## src/rtl/id_issue_scoreboard_pkg.sv

```systemverilog
// Shared types and constants for the decode/issue scoreboard slice.
package id_issue_scoreboard_pkg;

    localparam int REG_SEL_W = 3;
    localparam int NUM_REGS  = 8;
    localparam int DATA_W    = 16;
    localparam int INSTR_W   = 16;

    // Everything the output register hands to EX.
    typedef struct packed {
        logic [INSTR_W-1:0]   instr;
        logic [DATA_W-1:0]    rs1Data;
        logic [DATA_W-1:0]    rs2Data;
        logic [REG_SEL_W-1:0] wrSel;
        logic                 wrEn;
    } issue_t;

    function automatic logic [NUM_REGS-1:0] sel_onehot(input logic [REG_SEL_W-1:0] sel);
        sel_onehot      = '0;
        sel_onehot[sel] = 1'b1;
    endfunction

endpackage

```

## src/rtl/sb_counter.sv

```systemverilog
// One register's pending-write counter: +issue, -retire, -flush kill, saturating at zero.
module sb_counter #(
    parameter int CNT_W        = 2,
    parameter int MAX_INFLIGHT = 3
) (
    input  logic             clk,
    input  logic             rst,
    input  logic             inc,
    input  logic             ret,
    input  logic             kill,
    output logic [CNT_W-1:0] cnt,
    output logic [CNT_W-1:0] eff,
    output logic             err
);

    localparam logic [CNT_W+1:0] MAX_V = (CNT_W+2)'(MAX_INFLIGHT);

    logic signed [CNT_W+1:0] nxt;
    logic        [CNT_W-1:0] cnt_d;

    always_comb begin
        nxt   = signed'({2'b00, cnt})
              + signed'({{(CNT_W+1){1'b0}}, inc})
              - signed'({{(CNT_W+1){1'b0}}, ret})
              - signed'({{(CNT_W+1){1'b0}}, kill});
        cnt_d = nxt[CNT_W+1] ? '0 : nxt[CNT_W-1:0];
        // A retire against an empty counter is an error, so treat it as already clear.
        eff   = (ret && cnt != '0) ? cnt - CNT_W'(1) : cnt;
        err   = (ret && cnt == '0)
              || ({2'b00, cnt} > MAX_V)
              || (!nxt[CNT_W+1] && unsigned'(nxt) > MAX_V);
    end

    always_ff @(posedge clk or posedge rst) begin
        if (rst) cnt <= '0;
        else     cnt <= cnt_d;
    end

endmodule

```

## src/rtl/id_issue_scoreboard.sv

```systemverilog
// Decode/issue stage: RAW scoreboard, writeback bypass and valid/ready output register to EX.
module id_issue_scoreboard
    import id_issue_scoreboard_pkg::*;
#(
    parameter int WIDTH        = DATA_W,
    parameter int CNT_W        = 2,
    parameter int MAX_INFLIGHT = 3
) (
    input  logic                 clk,
    input  logic                 rst,
    input  logic                 in_valid,
    output logic                 in_ready,
    input  logic [INSTR_W-1:0]   in_instr,
    input  logic [REG_SEL_W-1:0] in_rs1Sel,
    input  logic [REG_SEL_W-1:0] in_rs2Sel,
    input  logic                 in_rs1Used,
    input  logic                 in_rs2Used,
    input  logic [REG_SEL_W-1:0] in_wrSel,
    input  logic                 in_wrEn,
    output logic [REG_SEL_W-1:0] read1RegSel,
    output logic [REG_SEL_W-1:0] read2RegSel,
    input  logic [WIDTH-1:0]     read1Data,
    input  logic [WIDTH-1:0]     read2Data,
    input  logic                 wb_en,
    input  logic [REG_SEL_W-1:0] wb_sel,
    input  logic [WIDTH-1:0]     wb_data,
    input  logic                 flush,
    output logic                 out_valid,
    input  logic                 out_ready,
    output logic [INSTR_W-1:0]   out_instr,
    output logic [WIDTH-1:0]     out_rs1Data,
    output logic [WIDTH-1:0]     out_rs2Data,
    output logic [REG_SEL_W-1:0] out_wrSel,
    output logic                 out_wrEn,
    output logic                 stall,
    output logic                 err
);

    localparam logic [CNT_W-1:0] MAX_CNT = CNT_W'(MAX_INFLIGHT);
    localparam logic [CNT_W-1:0] ONE     = CNT_W'(1);

    logic [NUM_REGS-1:0]            ret, inc, kill, cnt_err;
    logic [NUM_REGS-1:0][CNT_W-1:0] cnt, eff;
    logic                           src1_hz, src2_hz, cap_stall, slot_free, issue;
    logic                           byp1, byp2;
    issue_t                         out_q, issue_d;
    logic                           err_q;

    genvar r;
    generate
        for (r = 0; r < NUM_REGS; r++) begin : g_cnt
            sb_counter #(.CNT_W(CNT_W), .MAX_INFLIGHT(MAX_INFLIGHT)) u_cnt (
                .clk  (clk),
                .rst  (rst),
                .inc  (inc[r]),
                .ret  (ret[r]),
                .kill (kill[r]),
                .cnt  (cnt[r]),
                .eff  (eff[r]),
                .err  (cnt_err[r])
            );
        end
    endgenerate

    assign read1RegSel = in_rs1Sel;
    assign read2RegSel = in_rs2Sel;

    always_comb begin
        ret       = sel_onehot(wb_sel) & {NUM_REGS{wb_en}};
        src1_hz   = in_rs1Used && (eff[in_rs1Sel] != '0);
        src2_hz   = in_rs2Used && (eff[in_rs2Sel] != '0);
        cap_stall = in_wrEn && (eff[in_wrSel] == MAX_CNT);
        slot_free = !out_valid || out_ready || flush;
        in_ready  = slot_free && !src1_hz && !src2_hz && !cap_stall;
        issue     = in_valid && in_ready;
        stall     = in_valid && !in_ready;
        inc       = sel_onehot(in_wrSel) & {NUM_REGS{issue && in_wrEn}};
        kill      = sel_onehot(out_q.wrSel) & {NUM_REGS{flush && out_valid && out_q.wrEn}};
        // The regfile write lands at this edge, so the last pending writer must come from the wb bus.
        byp1      = ret[in_rs1Sel] && (cnt[in_rs1Sel] == ONE);
        byp2      = ret[in_rs2Sel] && (cnt[in_rs2Sel] == ONE);
        issue_d.instr   = in_instr;
        issue_d.rs1Data = byp1 ? wb_data : read1Data;
        issue_d.rs2Data = byp2 ? wb_data : read2Data;
        issue_d.wrSel   = in_wrSel;
        issue_d.wrEn    = in_wrEn;
    end

    always_ff @(posedge clk or posedge rst) begin
        if (rst) begin
            out_valid <= 1'b0;
            out_q     <= '0;
        end else if (issue) begin
            out_valid <= 1'b1;
            out_q     <= issue_d;
        end else if (flush || out_ready) begin
            out_valid <= 1'b0;
        end
    end

    always_ff @(posedge clk or posedge rst) begin
        if (rst)           err_q <= 1'b0;
        else if (|cnt_err) err_q <= 1'b1;
    end

    assign out_instr   = out_q.instr;
    assign out_rs1Data = out_q.rs1Data;
    assign out_rs2Data = out_q.rs2Data;
    assign out_wrSel   = out_q.wrSel;
    assign out_wrEn    = out_q.wrEn;
    assign err         = err_q;

endmodule

```

## config.mk

```make
export PLATFORM = sky130hd
export DESIGN_NAME = id_issue_scoreboard
export DESIGN_NICKNAME = d
export VERILOG_FILES = /design/src/rtl/id_issue_scoreboard_pkg.sv /design/src/rtl/sb_counter.sv /design/src/rtl/id_issue_scoreboard.sv
export SDC_FILE = /design/constraint.sdc
export NUM_CORES = 1
export LEC_CHECK = 0
export ABC_AREA = 0
export CAP_MARGIN = 10
export CELL_PAD_IN_SITES_DETAIL_PLACEMENT = 0
export CELL_PAD_IN_SITES_GLOBAL_PLACEMENT = 1
export CORE_ASPECT_RATIO = 1.25
export CORE_MARGIN = 3
export CORE_UTILIZATION = 33
export DETAILED_ROUTE_END_ITERATION = 8
export GPL_TIMING_DRIVEN = 0
export PLACE_DENSITY = 0.73
export SYNTH_ARGS = -nofsm -noshare
export SYNTH_HDL_FRONTEND = slang
export SYNTH_SLANG_ARGS = --single-unit
```

## constraint.sdc

```tcl
create_clock -name clk -period 4.35 [get_ports clk]
set_clock_uncertainty 0.15 [all_clocks]
set_input_delay 0.6525 -clock clk [delete_from_list [all_inputs] [get_ports clk]]
set_output_delay 0.6525 -clock clk [all_outputs]
set_load 0.05 [all_outputs]
```

; ---- Word-level counts from Yosys, hierarchy flattened
; Cells that the tools add are included.
[totals]
regBits = 70
latchBits = 0
ram_bits = 0
rom_bits = 0
out_inout_bits = 62
word_cells = 193
mem_count = 0
[op_classes]
add_sub_neg = 32
multipliers = 0
n_div = 0
magnitude_cmp = 16
n_eq_ne = 3
shift = 0
mux = 40
n_bitwise = 3
reduce_logical = 84
[ops]
columns = cell, n
row1 = 4-bit by 2-bit subtractor with 4-bit output, 16
row2 = 2-bit 2-to-1 mux, 21
row3 = 1-bit logical AND, 40
row4 = 4-bit by 2-bit > comparator with 1-bit output (second input constant), 8
row5 = 16-bit 2-to-1 mux, 2
row6 = 2-bit binary-select mux with 3-bit select, 5
row7 = 2-bit by 1-bit adder with 3-bit output, 8
row8 = 8-bit AND, 3
row9 = 2-bit nonzero test, 11
row10 = 3-bit by 4-bit less-than comparator with 1-bit output (second input constant), 5
row11 = 2-bit logical NOT, 8
row12 = 2-bit by 1-bit subtractor with 2-bit output (second input constant), 8
row13 = 1-bit logical NOT, 13
row14 = 1-bit logical OR, 11
row15 = 1-bit demux with 3-bit select, 3
row16 = 3-bit by 1-bit greater-or-equal comparator with 1-bit output (second input constant), 3
row17 = 8-bit OR reduction, 1
row18 = 1-bit 2-to-1 mux, 7
row19 = 1-bit binary-select mux with 3-bit select, 2
row20 = 2-bit by 1-bit == test with 1-bit output (second input constant), 2
row21 = 2-bit == test (second input constant), 1

; ---- Logic depth before layout (Yosys ltp)
[depth]
word_depth = 25
ltp_mapped = 20

; ---- Cells and area by module
; A second synthesis with hierarchy kept.
[hier_totals]
cells_unflattened = 557
area_unflattened_um2 = 5402.7
[by_module_without_submodules]
columns = mod, n_inst, cells_per_inst, area_each_um2
row1 = id_issue_scoreboard, 1, 373, 3721.1
row2 = sb_counter, 8, 23, 210.2

; ---- Worst setup path after synthesis
; OpenSTA, ideal clock, no wires.
[synth_timing]
kind = input port to output port
start = in wb_sel[0]
end = out stall
t_arrival_ps = 4462
setup_slack_ps = -915
stages = 8
n_path_buf = 1
cell_sequence = clkbuf_1 > or4b_1 > o211a_1 > o32a_1 > o311ai_1 > nor2_1 > nor4_1 > nor2b_1
[synth_between]
elab_chain_cells = 17
[synth_rtl]
columns = element, line
row1 = "start, declared", id_issue_scoreboard.sv:25  ; input logic [REG_SEL_W-1:0] wb_sel,
row2 = 3-bit by 4-bit less-than comparator with 1-bit output (not written as such) / 3-bit by 1-bit greater-or-equal comparator with 1-bit output (equally long branches), id_issue_scoreboard_pkg.sv:20  ; sel_onehot[sel] = 1'b1;
row3 = 1-bit logical AND (not written as such), id_issue_scoreboard_pkg.sv:20
row4 = 1-bit 2-to-1 mux (not written as such), id_issue_scoreboard_pkg.sv:20
row5 = 1-bit demux with 3-bit select (*), id_issue_scoreboard_pkg.sv:20
row6 = 8-bit AND (*), id_issue_scoreboard.sv:69  ; ret = sel_onehot(wb_sel) & {NUM_REGS{wb_en}};
row7 = 1-bit logical AND, sb_counter.sv:28  ; eff = (ret && cnt != '0) ? cnt - CNT_W'(1) : cnt;
row8 = 2-bit 2-to-1 mux, sb_counter.sv:28
row9 = 2-bit binary-select mux with 3-bit select, id_issue_scoreboard.sv:70  ; src1_hz = in_rs1Used && (eff[in_rs1Sel] != '0);
row10 = 2-bit 2-to-1 mux (not written as such), id_issue_scoreboard.sv:70
row11 = 2-bit nonzero test, id_issue_scoreboard.sv:70
row12 = 1-bit logical AND, id_issue_scoreboard.sv:70
row13 = 1-bit logical NOT, id_issue_scoreboard.sv:74  ; in_ready = slot_free && !src1_hz && !src2_hz && !cap_stall;
row14 = 1-bit logical AND (2 in a row), id_issue_scoreboard.sv:74
row15 = 1-bit logical AND (*), id_issue_scoreboard.sv:74
row16 = net in_ready, id_issue_scoreboard.sv:12  ; output logic in_ready,
row17 = 1-bit logical NOT (*), id_issue_scoreboard.sv:76  ; stall = in_valid && !in_ready;
row18 = 1-bit logical AND (*), id_issue_scoreboard.sv:76
row19 = "end, declared", id_issue_scoreboard.sv:35  ; output logic stall,
; The timed path passes the listed nets; every way through them passes the cells marked *. The select of a mux whose other input is x is not followed.

; ---- Final worst setup path
[layout_timing]
start = in wb_sel[0]
end = reg err_q (netlist: err)
[layout_between]
elab_chain_cells = 25
[layout_rtl]
columns = element, line
row1 = 3-bit by 4-bit less-than comparator with 1-bit output (not written as such) / 3-bit by 1-bit greater-or-equal comparator with 1-bit output (equally long branches), id_issue_scoreboard_pkg.sv:20
row2 = 1-bit logical AND (not written as such), id_issue_scoreboard_pkg.sv:20
row3 = 1-bit 2-to-1 mux (not written as such), id_issue_scoreboard_pkg.sv:20
row4 = 1-bit demux with 3-bit select (*), id_issue_scoreboard_pkg.sv:20
row5 = 8-bit AND (*), id_issue_scoreboard.sv:69
row6 = 1-bit logical AND, sb_counter.sv:28
row7 = 2-bit 2-to-1 mux, sb_counter.sv:28
row8 = 2-bit binary-select mux with 3-bit select, id_issue_scoreboard.sv:70
row9 = [9 not listed], n/a
row10 = 8-bit AND, id_issue_scoreboard.sv:77  ; inc = sel_onehot(in_wrSel) & {NUM_REGS{issue && in_wrEn}};
row11 = 2-bit by 1-bit adder with 3-bit output, sb_counter.sv:23  ; + signed'({{(CNT_W+1){1'b0}}, inc})
row12 = 4-bit by 2-bit subtractor with 4-bit output, sb_counter.sv:24  ; - signed'({{(CNT_W+1){1'b0}}, ret})
row13 = 4-bit by 2-bit subtractor with 4-bit output, sb_counter.sv:25  ; - signed'({{(CNT_W+1){1'b0}}, kill});
row14 = 4-bit by 2-bit > comparator with 1-bit output / 1-bit logical NOT (equally long branches), sb_counter.sv:31  ; || (!nxt[CNT_W+1] && unsigned'(nxt) > MAX_V);
row15 = 1-bit logical AND, sb_counter.sv:31
row16 = 1-bit logical OR, sb_counter.sv:31
row17 = 8-bit OR reduction (*), id_issue_scoreboard.sv:103  ; else if (|cnt_err) err_q <= 1'b1;
row18 = "end signal, assigned", id_issue_scoreboard.sv:102  ; if (rst) err_q <= 1'b0;
row19 = "end signal, assigned", id_issue_scoreboard.sv:103
row20 = "end, declared", id_issue_scoreboard.sv:47  ; logic err_q;
; Mark *: on every way between the ends. The rest lies on a longest branch, timed or not. The select of a mux whose other input is x is not followed.
; A chain may end at the register's enable or synchronous reset.

==> results.md <==
- CP endpoint kind: flip-flop
- Final Worst Setup Slack: -0.1723 ns
- Grt ovf: 0
- Crit path time final: 4.522 ns
- Most frequent cells in the layout: clkdlybuf4s50_1 (134), dfrtp_1 (69), inv_1 (48), mux2_2 (44), mux2_1 (40)
- Non-filler cells, final: 842
- Worst slack, placed: -1.479 ns
- Final core occ: 0.5111
- Layout cells sized above 1: 0.2515
- Finish-stage setup viols: 1
- DP HPWL: 12320 um
- Clk_lat worst skew: 0.33 ns
- GRT Overall Usage: 0.1949
- Die X: 115.3 um
- Headroom to the max-slew limit: 0.2272
- Synth Register Bits: 70
- Hold Startpoint: out_instr[2]
- Number of flops mapped to enable cells by yosys: 0
- Final hold slack: 0.3378 ns
- Worst min-delay path class: flip-flop to flip-flop
- Worst Setup EP: err
- Crit path kind: input pin to flip-flop
- Crit-path cells: buf_6 -> buf_8 -> or4b_4 -> o211a_1 -> o32a_1 -> o311ai_2 -> nor2_2 -> nor4_4 -> clkbuf_8 -> and4_4 -> ha_1 -> inv_1 -> fa_2 -> ha_4 -> inv_2 -> o32ai_1 -> a311oi_1 -> nand4_1 -> nor4_2 -> nand4_1
- Initial Utilization: 0.3393
- R2R depth: 20
- Post-synthesis sequential area ratio: 0.3553
- Die Footprint: 0.01645 mm^2
- R2R Setup Slk: -0.06 ns
- Final hold violation count: 0
- H-tree depth: 3
- First-pass GRT wire length: 24820 um
- FMAX: 221.1 MHz
- Clk pin slew, worst setup/hold paths: 0.06 ns
- Slew at the pin closest to its max-slew limit: 1.147 ns
- I/O Pins: 147
- Most frequent CP cell: nand4_1
- Vias per cell: 5.267
- DP Cell Count: 793
- Cells after Synth: 474
- Syn avg cell area: 10.40 um^2
- Arrival time at the worst endpoint: 4.57 ns
- CTS tree: built
- Core Region: 0.01453 mm^2
- Critical path's slowest cell: or4b_4
- DRC errors left: 0
- Max VDD drop: 537.2 uV
- Unrepaired setup endpoints after global routing: yes
- Worst-path maximum fanout: 6
- Netlist cell types: 57
- Fill count: 1333
- Critical path depth in cells: 20
- Syn nets: 599
- Synth Warn #: 0
- Area delta synth->final: 50.63%
- Maximum clock insertion buffer count: 2
- TritonCTS Sinks: 70
- Crit path max-delay family: simple AND/OR/NAND/NOR gates
- Die Height: 142.7 um
- Tcrit/Tclk final: 1.040
- Reg2reg end: err
- Max_cap viols: 0
- Site Rows: 49
- Top FF cell, synth: dfrtp_1
- Diodes inserted: 0
- Placer Congestion: 0.9077
- Initial DRC Count: 156
- Mapped Area: 0.004930 mm^2
- Run status: finished with violations
- CP required: 4.40 ns
- Startpoint Class: input pin
- Synth async-reset ratio: 1.000
- Vias in the first global route: 4753
- Failing checks: negative setup slack
- CTS Buf Count: 9
- Reg2reg start: g_cnt[4].u_cnt.cnt[1]
- CP max stage delay: 0.51 ns
- Commonest non-fill, non-tap cell in the layout: clkdlybuf4s50_1
- Crit. Startpoint: wb_sel[0]
- Largest net degree at the start of global routing: 59
- Clk root buf: clkbuf_16
- DR pass1 iterations: 4
- Leakage power: 3.160 nW
- Final WL: 15900 um
- Max Slew Vio Count: 0
- Port bufs: 140
- Post-route ant nets: 0
- Routed len/inst: 18.88 um
- Via Count: 4435
- Critical path buffers and inverters: 5
- Nets: 784
- Pwr dens: 650.1 mW/mm^2
- Initial antenna violation count: 0
-- power by group --
| part | internal (mW) | switching, mW |
|---|---|---|
| Clock | 0.563 | 0.291 |
| Combinational | 1.05 | 1.69 |
| Sequential | 0.974 | 0.260 |
| Total | 2.58 | 2.24 |
-- final cells by class --
| cell class | count | area [um^2] | area share |
|---|---|---|---|
| flip-flops and latches | 70 | 1753 | 0.2361 |
| inverters | 55 | 209.0 | 0.02814 |
| clock inverters | 7 | 121.4 | 0.01634 |
| repair buffers | 174 | 1677 | 0.2258 |
| well taps | 178 | 222.7 | 0.02999 |
| plain buffers | 26 | 173.9 | 0.02342 |
| multi-input cells | 323 | 3044 | 0.4099 |
| clock buffers | 9 | 225.2 | 0.03033 |
-- metrics by stage --
stage	total power, mW	instance area (um^2)	TNS, ns
global placement	3.779	6604	-20.79
CTS	4.816	7318	-0.3380
detailed placement	3.845	6634	-19.51
global route	5.108	7426	-0.2564
floorplan	2.922	4980	-0.1846
finish	4.827	7426	-0.1723
-- sequential cells by signal, summed over array words and instances, names as in the netlist --
name	cells
err	1
out_rs1Data	16
out_valid	1
out_instr	16
out_wrSel	3
out_rs2Data	16
g_cnt.u_cnt.cnt	16
out_wrEn	1
-- routing by layer --
| layer | share of wire | routed length (um) | track usage |
|---|---|---|---|
| met5 | 0 | 0 | 0 |
| met4 | 0.021 | 334 | 0.05871 |
| met3 | 0.095 | 1506 | 0.07715 |
| met2 | 0.49 | 7765 | 0.3341 |
| met1 | 0.40 | 6292 | 0.2231 |
-- how the worst min path moves through the flow --
stage / end / slack [ns] / depth (start not counted)
after floorplan: g_cnt[3].u_cnt.cnt[0] / 0.51 / 3
after global placement: out_rs1Data[2] / 0.32 / 1
after detailed placement: out_instr[4] / 0.33 / 1
after CTS: out_instr[2] / 0.34 / 1
after global routing: out_instr[3] / 0.35 / 1
final: out_instr[2] / 0.34 / 1
-- cells by family after synthesis --
| logic type | synth area share |
|---|---|
| AO/OA/AOI/OAI | 0.09696 |
| adder cells (fa/ha/maj) | 0.1137 |
| buffers and inverters | 0.06827 |
| flip-flops | 0.3553 |
| multiplexers | 0.2071 |
| AND/OR/NAND/NOR | 0.1586 |
-- cells in the mapped netlist, drive strengths merged, types with 8 or more instances --
master	n	area [um^2]
clkbuf	9	33.78
inv	55	206.5
nor2	33	123.9
buf	17	96.34
a21oi	8	40.04
nor2b	9	56.30
dfrtp	70	1752
ha	32	400.4
nor3	12	60.06
mux2	84	945.9
nand2	16	60.06
fa	8	160.2
nand4b	8	70.07
-- repair_timing --
action	4_1_cts	5_1_grt
setup endpoints to repair	28	5
endpoints found under the hold margin	0	0
pin swaps	25	19
setup buffers	26	8
resized for setup	49	25
hold buffers	0	0
gates cloned	0	0
Power figures use the tool's default switching activity.
